==> config.mk <==
export PLATFORM = sky130hd
export DESIGN_NAME = sram_port_arbiter_flat
export DESIGN_NICKNAME = d
export VERILOG_FILES = /design/src/rtl/sram_port_arbiter_if.sv /design/src/rtl/sram_port_arbiter.sv /design/src/flat_wrapper.sv
export SDC_FILE = /design/constraint.sdc
export NUM_CORES = 1
export LEC_CHECK = 0
export CORE_ASPECT_RATIO = 0.7
export CORE_MARGIN = 3
export CORE_UTILIZATION = 39
export DETAILED_ROUTE_END_ITERATION = 8
export HOLD_SLACK_MARGIN = 0.12
export PLACE_DENSITY = 0.81
export SETUP_SLACK_MARGIN = 0.15
export SYNTH_ARGS = -nofsm -noshare
export SYNTH_HDL_FRONTEND = slang
export SYNTH_SLANG_ARGS = --single-unit
==> constraint.sdc <==
create_clock -name i_clk -period 1.96 [get_ports i_clk]
set_input_delay 0.294 -clock i_clk [delete_from_list [all_inputs] [get_ports i_clk]]
set_output_delay 0.294 -clock i_clk [all_outputs]
set_load 0.05 [all_outputs]
==> src/rtl/sram_port_arbiter_if.sv <==
// Requester and SRAM-side signal bundle for sram_port_arbiter.
// slave = arbiter view, master = environment (requesters + SRAM) view.
interface sram_port_arbiter_if #(
  parameter int ADDR_W = 20,
  parameter int DATA_W = 16
);
  logic              i_req0;
  logic              i_req1;
  logic              i_we0;
  logic              i_we1;
  logic [ADDR_W-1:0] i_addr0;
  logic [ADDR_W-1:0] i_addr1;
  logic [DATA_W-1:0] i_wdata0;
  logic [DATA_W-1:0] i_wdata1;
  logic              o_gnt0;
  logic              o_gnt1;
  logic              o_rvalid0;
  logic              o_rvalid1;
  logic [DATA_W-1:0] o_rdata0;
  logic [DATA_W-1:0] o_rdata1;
  logic              o_busy;
  logic [ADDR_W-1:0] o_s_addr;
  logic [DATA_W-1:0] o_s_data;
  logic              o_s_wen;
  logic [DATA_W-1:0] i_s_data;

  modport slave (
    input  i_req0, i_req1,
    input  i_we0, i_we1,
    input  i_addr0, i_addr1,
    input  i_wdata0, i_wdata1,
    input  i_s_data,
    output o_gnt0, o_gnt1,
    output o_rvalid0, o_rvalid1,
    output o_rdata0, o_rdata1,
    output o_busy,
    output o_s_addr, o_s_data,
    output o_s_wen
  );

  modport master (
    output i_req0, i_req1,
    output i_we0, i_we1,
    output i_addr0, i_addr1,
    output i_wdata0, i_wdata1,
    output i_s_data,
    input  o_gnt0, o_gnt1,
    input  o_rvalid0, o_rvalid1,
    input  o_rdata0, o_rdata1,
    input  o_busy,
    input  o_s_addr, o_s_data,
    input  o_s_wen
  );
endinterface

==> src/rtl/sram_port_arbiter.sv <==
// Two-requester round-robin arbiter for a single-port SRAM with
// fixed read latency, write hold and one turnaround cycle.
module sram_port_arbiter #(
  parameter int ADDR_W  = 20,
  parameter int DATA_W  = 16,
  parameter int RD_LAT  = 2,
  parameter int WR_HOLD = 2
) (
  input logic                 i_clk,
  input logic                 i_rst_n,
  sram_port_arbiter_if.slave  bus
);
  localparam int MAX_LAT =
    (RD_LAT > WR_HOLD) ? RD_LAT : WR_HOLD;
  localparam int CNT_W = $clog2(MAX_LAT + 1);

  typedef enum logic [1:0] {
    S_IDLE,
    S_ACCESS,
    S_TURN
  } state_e;

  state_e            state_q, state_d;
  logic              ptr_q, ptr_d;
  logic              win_q, win_d;
  logic [CNT_W-1:0]  cnt_q, cnt_d;
  logic              gnt0_q, gnt0_d;
  logic              gnt1_q, gnt1_d;
  logic              rv0_q, rv0_d;
  logic              rv1_q, rv1_d;
  logic [DATA_W-1:0] rd0_q, rd0_d;
  logic [DATA_W-1:0] rd1_q, rd1_d;
  logic [ADDR_W-1:0] addr_q, addr_d;
  logic [DATA_W-1:0] data_q, data_d;
  logic              wen_q, wen_d;
  logic              busy_q, busy_d;
  logic              sel;
  logic              any_req;
  logic [CNT_W-1:0]  lat_m1;

  always_comb begin
    state_d = state_q;
    ptr_d   = ptr_q;
    win_d   = win_q;
    cnt_d   = cnt_q;
    gnt0_d  = 1'b0;
    gnt1_d  = 1'b0;
    rv0_d   = 1'b0;
    rv1_d   = 1'b0;
    rd0_d   = rd0_q;
    rd1_d   = rd1_q;
    addr_d  = addr_q;
    data_d  = data_q;
    wen_d   = wen_q;
    any_req = bus.i_req0 | bus.i_req1;
    // Only a tie consults the pointer.
    sel = (bus.i_req0 & bus.i_req1) ?
          ptr_q : bus.i_req1;
    // The live o_s_wen tells write from read.
    lat_m1 = wen_q ? CNT_W'(WR_HOLD - 1)
                   : CNT_W'(RD_LAT - 1);
    unique case (state_q)
      S_IDLE: begin
        if (any_req) begin
          win_d   = sel;
          ptr_d   = ~sel;
          cnt_d   = '0;
          state_d = S_ACCESS;
          if (sel) begin
            addr_d = bus.i_addr1;
            data_d = bus.i_wdata1;
            wen_d  = bus.i_we1;
            gnt1_d = 1'b1;
          end else begin
            addr_d = bus.i_addr0;
            data_d = bus.i_wdata0;
            wen_d  = bus.i_we0;
            gnt0_d = 1'b1;
          end
        end else begin
          wen_d = 1'b0;
        end
      end
      S_ACCESS: begin
        if (cnt_q == lat_m1) begin
          wen_d   = 1'b0;
          state_d = S_TURN;
          if (!wen_q) begin
            if (win_q) begin
              rd1_d = bus.i_s_data;
              rv1_d = 1'b1;
            end else begin
              rd0_d = bus.i_s_data;
              rv0_d = 1'b1;
            end
          end
        end else begin
          cnt_d = cnt_q + 1'b1;
        end
      end
      S_TURN: begin
        state_d = S_IDLE;
      end
      default: begin
        state_d = S_IDLE;
      end
    endcase
    busy_d = (state_d != S_IDLE);
  end

  always_ff @(posedge i_clk) begin
    if (!i_rst_n) begin
      state_q <= S_IDLE;
      ptr_q   <= 1'b0;
      win_q   <= 1'b0;
      cnt_q   <= '0;
      gnt0_q  <= 1'b0;
      gnt1_q  <= 1'b0;
      rv0_q   <= 1'b0;
      rv1_q   <= 1'b0;
      rd0_q   <= '0;
      rd1_q   <= '0;
      addr_q  <= '0;
      data_q  <= '0;
      wen_q   <= 1'b0;
      busy_q  <= 1'b0;
    end else begin
      state_q <= state_d;
      ptr_q   <= ptr_d;
      win_q   <= win_d;
      cnt_q   <= cnt_d;
      gnt0_q  <= gnt0_d;
      gnt1_q  <= gnt1_d;
      rv0_q   <= rv0_d;
      rv1_q   <= rv1_d;
      rd0_q   <= rd0_d;
      rd1_q   <= rd1_d;
      addr_q  <= addr_d;
      data_q  <= data_d;
      wen_q   <= wen_d;
      busy_q  <= busy_d;
    end
  end

  assign bus.o_gnt0    = gnt0_q;
  assign bus.o_gnt1    = gnt1_q;
  assign bus.o_rvalid0 = rv0_q;
  assign bus.o_rvalid1 = rv1_q;
  assign bus.o_rdata0  = rd0_q;
  assign bus.o_rdata1  = rd1_q;
  assign bus.o_busy    = busy_q;
  assign bus.o_s_addr  = addr_q;
  assign bus.o_s_data  = data_q;
  assign bus.o_s_wen   = wen_q;
endmodule

==> src/flat_wrapper.sv <==
// flat-port wrapper written by rule: the top's interface ports become plain ports
module sram_port_arbiter_flat 
#(
  parameter int ADDR_W  = 20,
  parameter int DATA_W  = 16,
  parameter int RD_LAT  = 2,
  parameter int WR_HOLD = 2
)
  (i_clk, i_rst_n, bus_i_req0, bus_i_req1, bus_i_we0, bus_i_we1, bus_i_addr0, bus_i_addr1, bus_i_wdata0, bus_i_wdata1, bus_i_s_data, bus_o_gnt0, bus_o_gnt1, bus_o_rvalid0, bus_o_rvalid1, bus_o_rdata0, bus_o_rdata1, bus_o_busy, bus_o_s_addr, bus_o_s_data, bus_o_s_wen);
  sram_port_arbiter_if #(.ADDR_W(ADDR_W), .DATA_W(DATA_W)) bus_i ();
  input logic i_clk;
  input logic i_rst_n;
  input wire logic [$bits(bus_i.i_req0)-1:0] bus_i_req0;
  input wire logic [$bits(bus_i.i_req1)-1:0] bus_i_req1;
  input wire logic [$bits(bus_i.i_we0)-1:0] bus_i_we0;
  input wire logic [$bits(bus_i.i_we1)-1:0] bus_i_we1;
  input wire logic [$bits(bus_i.i_addr0)-1:0] bus_i_addr0;
  input wire logic [$bits(bus_i.i_addr1)-1:0] bus_i_addr1;
  input wire logic [$bits(bus_i.i_wdata0)-1:0] bus_i_wdata0;
  input wire logic [$bits(bus_i.i_wdata1)-1:0] bus_i_wdata1;
  input wire logic [$bits(bus_i.i_s_data)-1:0] bus_i_s_data;
  output wire logic [$bits(bus_i.o_gnt0)-1:0] bus_o_gnt0;
  output wire logic [$bits(bus_i.o_gnt1)-1:0] bus_o_gnt1;
  output wire logic [$bits(bus_i.o_rvalid0)-1:0] bus_o_rvalid0;
  output wire logic [$bits(bus_i.o_rvalid1)-1:0] bus_o_rvalid1;
  output wire logic [$bits(bus_i.o_rdata0)-1:0] bus_o_rdata0;
  output wire logic [$bits(bus_i.o_rdata1)-1:0] bus_o_rdata1;
  output wire logic [$bits(bus_i.o_busy)-1:0] bus_o_busy;
  output wire logic [$bits(bus_i.o_s_addr)-1:0] bus_o_s_addr;
  output wire logic [$bits(bus_i.o_s_data)-1:0] bus_o_s_data;
  output wire logic [$bits(bus_i.o_s_wen)-1:0] bus_o_s_wen;
  assign bus_i.i_req0 = bus_i_req0;
  assign bus_i.i_req1 = bus_i_req1;
  assign bus_i.i_we0 = bus_i_we0;
  assign bus_i.i_we1 = bus_i_we1;
  assign bus_i.i_addr0 = bus_i_addr0;
  assign bus_i.i_addr1 = bus_i_addr1;
  assign bus_i.i_wdata0 = bus_i_wdata0;
  assign bus_i.i_wdata1 = bus_i_wdata1;
  assign bus_i.i_s_data = bus_i_s_data;
  assign bus_o_gnt0 = bus_i.o_gnt0;
  assign bus_o_gnt1 = bus_i.o_gnt1;
  assign bus_o_rvalid0 = bus_i.o_rvalid0;
  assign bus_o_rvalid1 = bus_i.o_rvalid1;
  assign bus_o_rdata0 = bus_i.o_rdata0;
  assign bus_o_rdata1 = bus_i.o_rdata1;
  assign bus_o_busy = bus_i.o_busy;
  assign bus_o_s_addr = bus_i.o_s_addr;
  assign bus_o_s_data = bus_i.o_s_data;
  assign bus_o_s_wen = bus_i.o_s_wen;
  sram_port_arbiter #(.ADDR_W(ADDR_W), .DATA_W(DATA_W), .RD_LAT(RD_LAT), .WR_HOLD(WR_HOLD)) u_core (.i_clk(i_clk), .i_rst_n(i_rst_n), .bus(bus_i));
endmodule
Word-level counts from Yosys, hierarchy flattened. Index checks and enable logic that the tools add are counted.

Memories kept: 0. Bits in latches: 0. Bits of input ports: 94. Word-level logic and storage cells: 55. Bits in registers: 80. Bits in read-only memories: 0. Output and inout bits: 74. Bits in writable memories: 0.

Muxes and demuxes: 17. Equality and inequality tests: 5. Reductions and logical operators: 10. Div/mod/pow operators: 0. Add/sub/neg operators: 1. Multiply operators: 0. Bitwise logic cells: 8. Shift-type cells: 0. $lt $le $gt $ge: 0.

Operators by type and width (count): two-way mux 20 bit (1); two-way mux 16 bit (1); two-way mux 1 bit (8); two-way mux 2 bit (4); case mux 2 bit (2 select lines) (2); AND reduction 4 bit (2); inverter 1 bit (6); AND reduction 3 bit (2); == test 2 x 1 -> 1 bit (second input constant) (2); != test 2 x 1 -> 1 bit (second input constant) (2); AND reduction 2 bit (2); nonzero test 2 bit (2); OR reduction 4 bit (1); adder 2 x 1 -> 2 bit (second input constant) (1); logical NOT 2 bit (1); != test 2 bit (second input constant) (1); case mux 1 bit (2 select lines) (1); bitwise AND 1 bit (1); bitwise OR 1 bit (1).

Logic depth before layout (Yosys ltp).
Word-level depth: 5. Gate-level depth with buffers: 7. Depth with buffers taken out: 6.

Least setup slack after synthesis. OpenSTA, ideal clock, no wires.

Path kind: reg2reg. From: reg u_core.cnt_q[1]. To: reg u_core.cnt_q[0]. Stages on the path, launching flop included: 6. Buffers on the path: 0. Data required time: 1889 ps. Slack: 484 ps. Period minus slack after synthesis: 1476 ps. Data arrival time: 1405 ps. Library setup time: 71 ps. Cells stage by stage: dfxtp_1 inv_1 ha_1 or3b_2 or2_2 a21oi_1.

Word-level cells in the longest chain between the ends: 3.

Ends and longest elaborated chain: start, declared (line sram_port_arbiter.sv:26) `logic [CNT_W-1:0] cnt_q, cnt_d;`; start signal, assigned (line sram_port_arbiter.sv:131) `cnt_q <= cnt_d;`; == test 2 x 1 -> 1 bit (line sram_port_arbiter.sv:85) `if (cnt_q == lat_m1) begin`; != test 2 bit (no source line); AND reduction 3 bit (no source line).

Every way passes these cells. A chain may end at the register's enable or synchronous reset.

Worst setup path in the final report.
From: reg u_core.rd1_q[2], in the netlist u_core.bus.o_rdata1[2]. To: out bus_o_rdata1[2].

RTL lines: start, declared (line sram_port_arbiter.sv:32) `logic [DATA_W-1:0] rd1_q, rd1_d;`; start signal, assigned (line sram_port_arbiter.sv:137) `rd1_q <= rd1_d;`; end, declared (line flat_wrapper.sv:27) `output wire logic [$bits(bus_i.o_rdata1)-1:0] bus_o_rdata1;`.

No word-level cell between the ends.

==> summary.txt <==
CTS
  – CTS tree: built
  – Total CTS buffers: 9
  – Clk sink count: 80
  – Clock tree buffer depth: 2
  – Hold buffers post-CTS: 0
  – Clock latency on the worst-skew pair: 0.32 ns
  – Post-CTS Setup Bufs: 0
  – H-tree levels: 3
  – Clock transition at the registers of the reported paths: approximately 0.060 ns
  – Root buffer cell: clkbuf_16

Worst setup path
  – Critical-path cell list: clkdlybuf4s50_1
  – Required time worst endpoint: 1.67 ns
  – CP Buf/Inv Count: 1
  – Crit end category: output pin
  – CP delay by family, top: buffers and inverters
  – CP max-delay cell: clkdlybuf4s50_1
  – Highest cell delay on the worst timing path: 0.82 ns
  – Worst Setup Start Kind: register
  – Crit Path Max Fanout: 2
  – CP Class: reg2out
  – Reg2Reg Setup Slack: about 0.38 ns
  – Critical Path AT: around 1.5 ns

STA
  – Min Tclk post-route: between 1.5 and 2 ns
  – Final setup fails: 0
  – Hold Vio Cnt, Final: 0
  – Worst slew pin tran: 0.544 ns
  – Layout Skew: 0.00554 ns
  – Relative slew slack: 0.636
  – Setup TNS Final: 0 ns
  – Tcrit/Tclk final: 0.907
  – Slew Limit Fails: 0
  – RSZ-0062 raised after global routing: no
  – Fmax: 562 MHz

Detailed routing
  – Drc violations: 0
  – Final ANT Viol Nets: 0
  – WL/cell: 15.5 microns
  – Final WL: 9.59 mm
  – First-pass DRT Iterations: 4
  – Drt via density: 5.08
  – Via Count: 3141
  – Initial DRC count: 202

Placement
  – Port Buffers: between 150 and 200
  – Placed Area: roughly 5000 sq um
  – Routability cong.: roughly 0.76
  – HPWL Detailed: 6.96 mm

Global routing
  – Total gr overflow: 0
  – First-pass GRT wire length: roughly 15 mm
  – Vias in the first global route: between 3k and 4k
  – Antenna violations before repair: 0
  – GR Util All Layers: 0.203
  – Largest net degree at the start of global routing: 39

Synth
  – Register area share after synthesis: 0.506
  – Post-Syn Nets: 451
  – Mapped Cells: between 300 and 400
  – Cell area after synthesis: between 3000 and 4000 sq um
  – Yosys reg bits: 80
  – Post-synth cell types: 35
  – Synth Area per Inst: 8.91 sq um
  – Yosys Warn Count: 0
  – Post-synth EDFFs: 0
  – Post-synth top flop: dfxtp_1
  – Post-synth ARST share: 0

Power
  – Power per Cell Area: 888 nW/um^2
  – Maximum vdd drop: 0.490 mV
  – Leakage: 2.36 nW

Floorplan
  – Initial Util: 0.417
  – Core area: 7580 sq um
  – Die Y: 81.3 microns
  – I/O pins: 168
  – Rows: 26
  – Die W: 114 microns
  – Total Die Area: 9240 sq um

Cells and area
  – Layout cells sized above 1: 0.108
  – Area growth syn-to-layout: 68.1%
  – Final instance area: approximately 5300 sq um
  – ANT cells: 0
  – # nets final: 612

Flow run
  – Max_cap viols: 0

Worst hold path
  – HP Class: in2reg

Outcome
  – Status: complete, no violations
-- path summary, 6_finish.rpt --
check                                             from  depth (start not counted)                      to
worst max-delay path            u_core.bus.o_rdata1[2]                          1         bus_o_rdata1[2]
worst min-delay path                           i_rst_n                          3            u_core.ptr_q
worst max register to register         u_core.cnt_q[1]                          5         u_core.cnt_q[0]
worst min register to register  u_core.bus.o_rdata0[6]                          2  u_core.bus.o_rdata0[6]
-- metal layers --
layer / vias to the layer above / wire, microns / GRT usage / part of all wire
met3: 13 / 676 / 0.0655 / 0.071
met4: 0 / 136 / 0.0516 / 0.014
met5: - / 0 / 0 / 0
met2: 102 / 4720 / 0.346 / 0.49
li1: 1566 / - / - / -
met1: 1460 / 4050 / 0.251 / 0.42
-- stage by stage --
step	cells	power [mW]	setup slack [ns]	utilization	hold WS, ns
2_1_floorplan	355	2.45	0.484	-	0.424
3_3_place_gp	603	2.88	0.237	0.648	0.444
3_5_place_dp	603	2.90	0.152	0.648	0.454
4_1_cts	618	4.76	0.153	0.692	0.343
5_1_grt	618	4.90	0.151	0.702	0.360
6_report	618	4.72	0.182	0.702	0.342
-- placed cells by master, fill, tap and decap left out, types with 9 or more instances in the layout --
cell type and instances:
dlymetal6s2s_1 28, a21oi_2 14, a21oi_1 28, clkdlybuf4s50_1 137, nand2_1 69, dfxtp_1 80
a22oi_2 9, o21ai_0 33, clkbuf_16 9, nor2_1 10, nand3_1 33, a22oi_1 27
-- Yosys cell counts, types with 2 or more instances --
| master | number | area share |
|---|---|---|
| nor2_1 | 10 | 0.012 |
| nand3b_1 | 2 | 0.0047 |
| buf_2 | 3 | 0.0047 |
| inv_1 | 4 | 0.0047 |
| clkbuf_1 | 12 | 0.014 |
| buf_1 | 4 | 0.0047 |
| a22oi_2 | 9 | 0.036 |
| o21ai_0 | 33 | 0.052 |
| a21oi_2 | 14 | 0.039 |
| clkbuf_8 | 2 | 0.0087 |
| ha_1 | 2 | 0.0079 |
| a22oi_1 | 27 | 0.064 |
| dfxtp_1 | 80 | 0.51 |
| nand3_1 | 33 | 0.052 |
| a21oi_1 | 28 | 0.044 |
| nand2_1 | 69 | 0.082 |
| buf_6 | 5 | 0.018 |
-- what timing repair did --
item,in CTS,in global routing
endpoints found under the setup margin,1,28
hold endpoints to repair,0,0
pin swaps,0,0
gates resized for setup,1,28
-- cells by family (layout without fill, tap and decap cells) --
logic type      count (synthesis)  after routing  share of synthesized area
fa+ha+maj                       2              2                    0.00791
buf+inv                        33            198                     0.0613
simple gates                  122            122                      0.168
compound gates                117            117                      0.253
flops                          80             80                      0.506
mux                             1              1                    0.00316
-- cell type report --
type	instances	area, sq um
timing repair buffer	178	1860
multi-input combinational	242	1380
sequential	80	1600
fill	611	2260
clock buffer	10	229
inverter	5	18.8
tap	98	123
clock inverter	5	106
-- registers in the layout (all words and copies together) (netlist names) --
signal                cells
u_core.win_q              1
u_core.bus.o_gnt0         1
u_core.bus.o_rdata0      16
u_core.bus.o_rdata1      16
u_core.bus.o_s_wen        1
u_core.bus.o_s_addr      20
u_core.bus.o_s_data      16
u_core.state_q            2
u_core.ptr_q              1
u_core.bus.o_rvalid1      1
u_core.bus.o_rvalid0      1
u_core.bus.o_gnt1         1
u_core.cnt_q              2
u_core.bus.o_busy         1
-- power by group --
group          switching (mW)  leakage (nW)  total [mW]  internal, mW
Sequential             0.0580         0.653        1.78          1.72
Clock                   0.626         0.159        1.86          1.24
Combinational           0.618          1.55        1.07         0.457
Total                    1.30          2.36        4.72          3.42
Power figures use the tool's default switching activity.
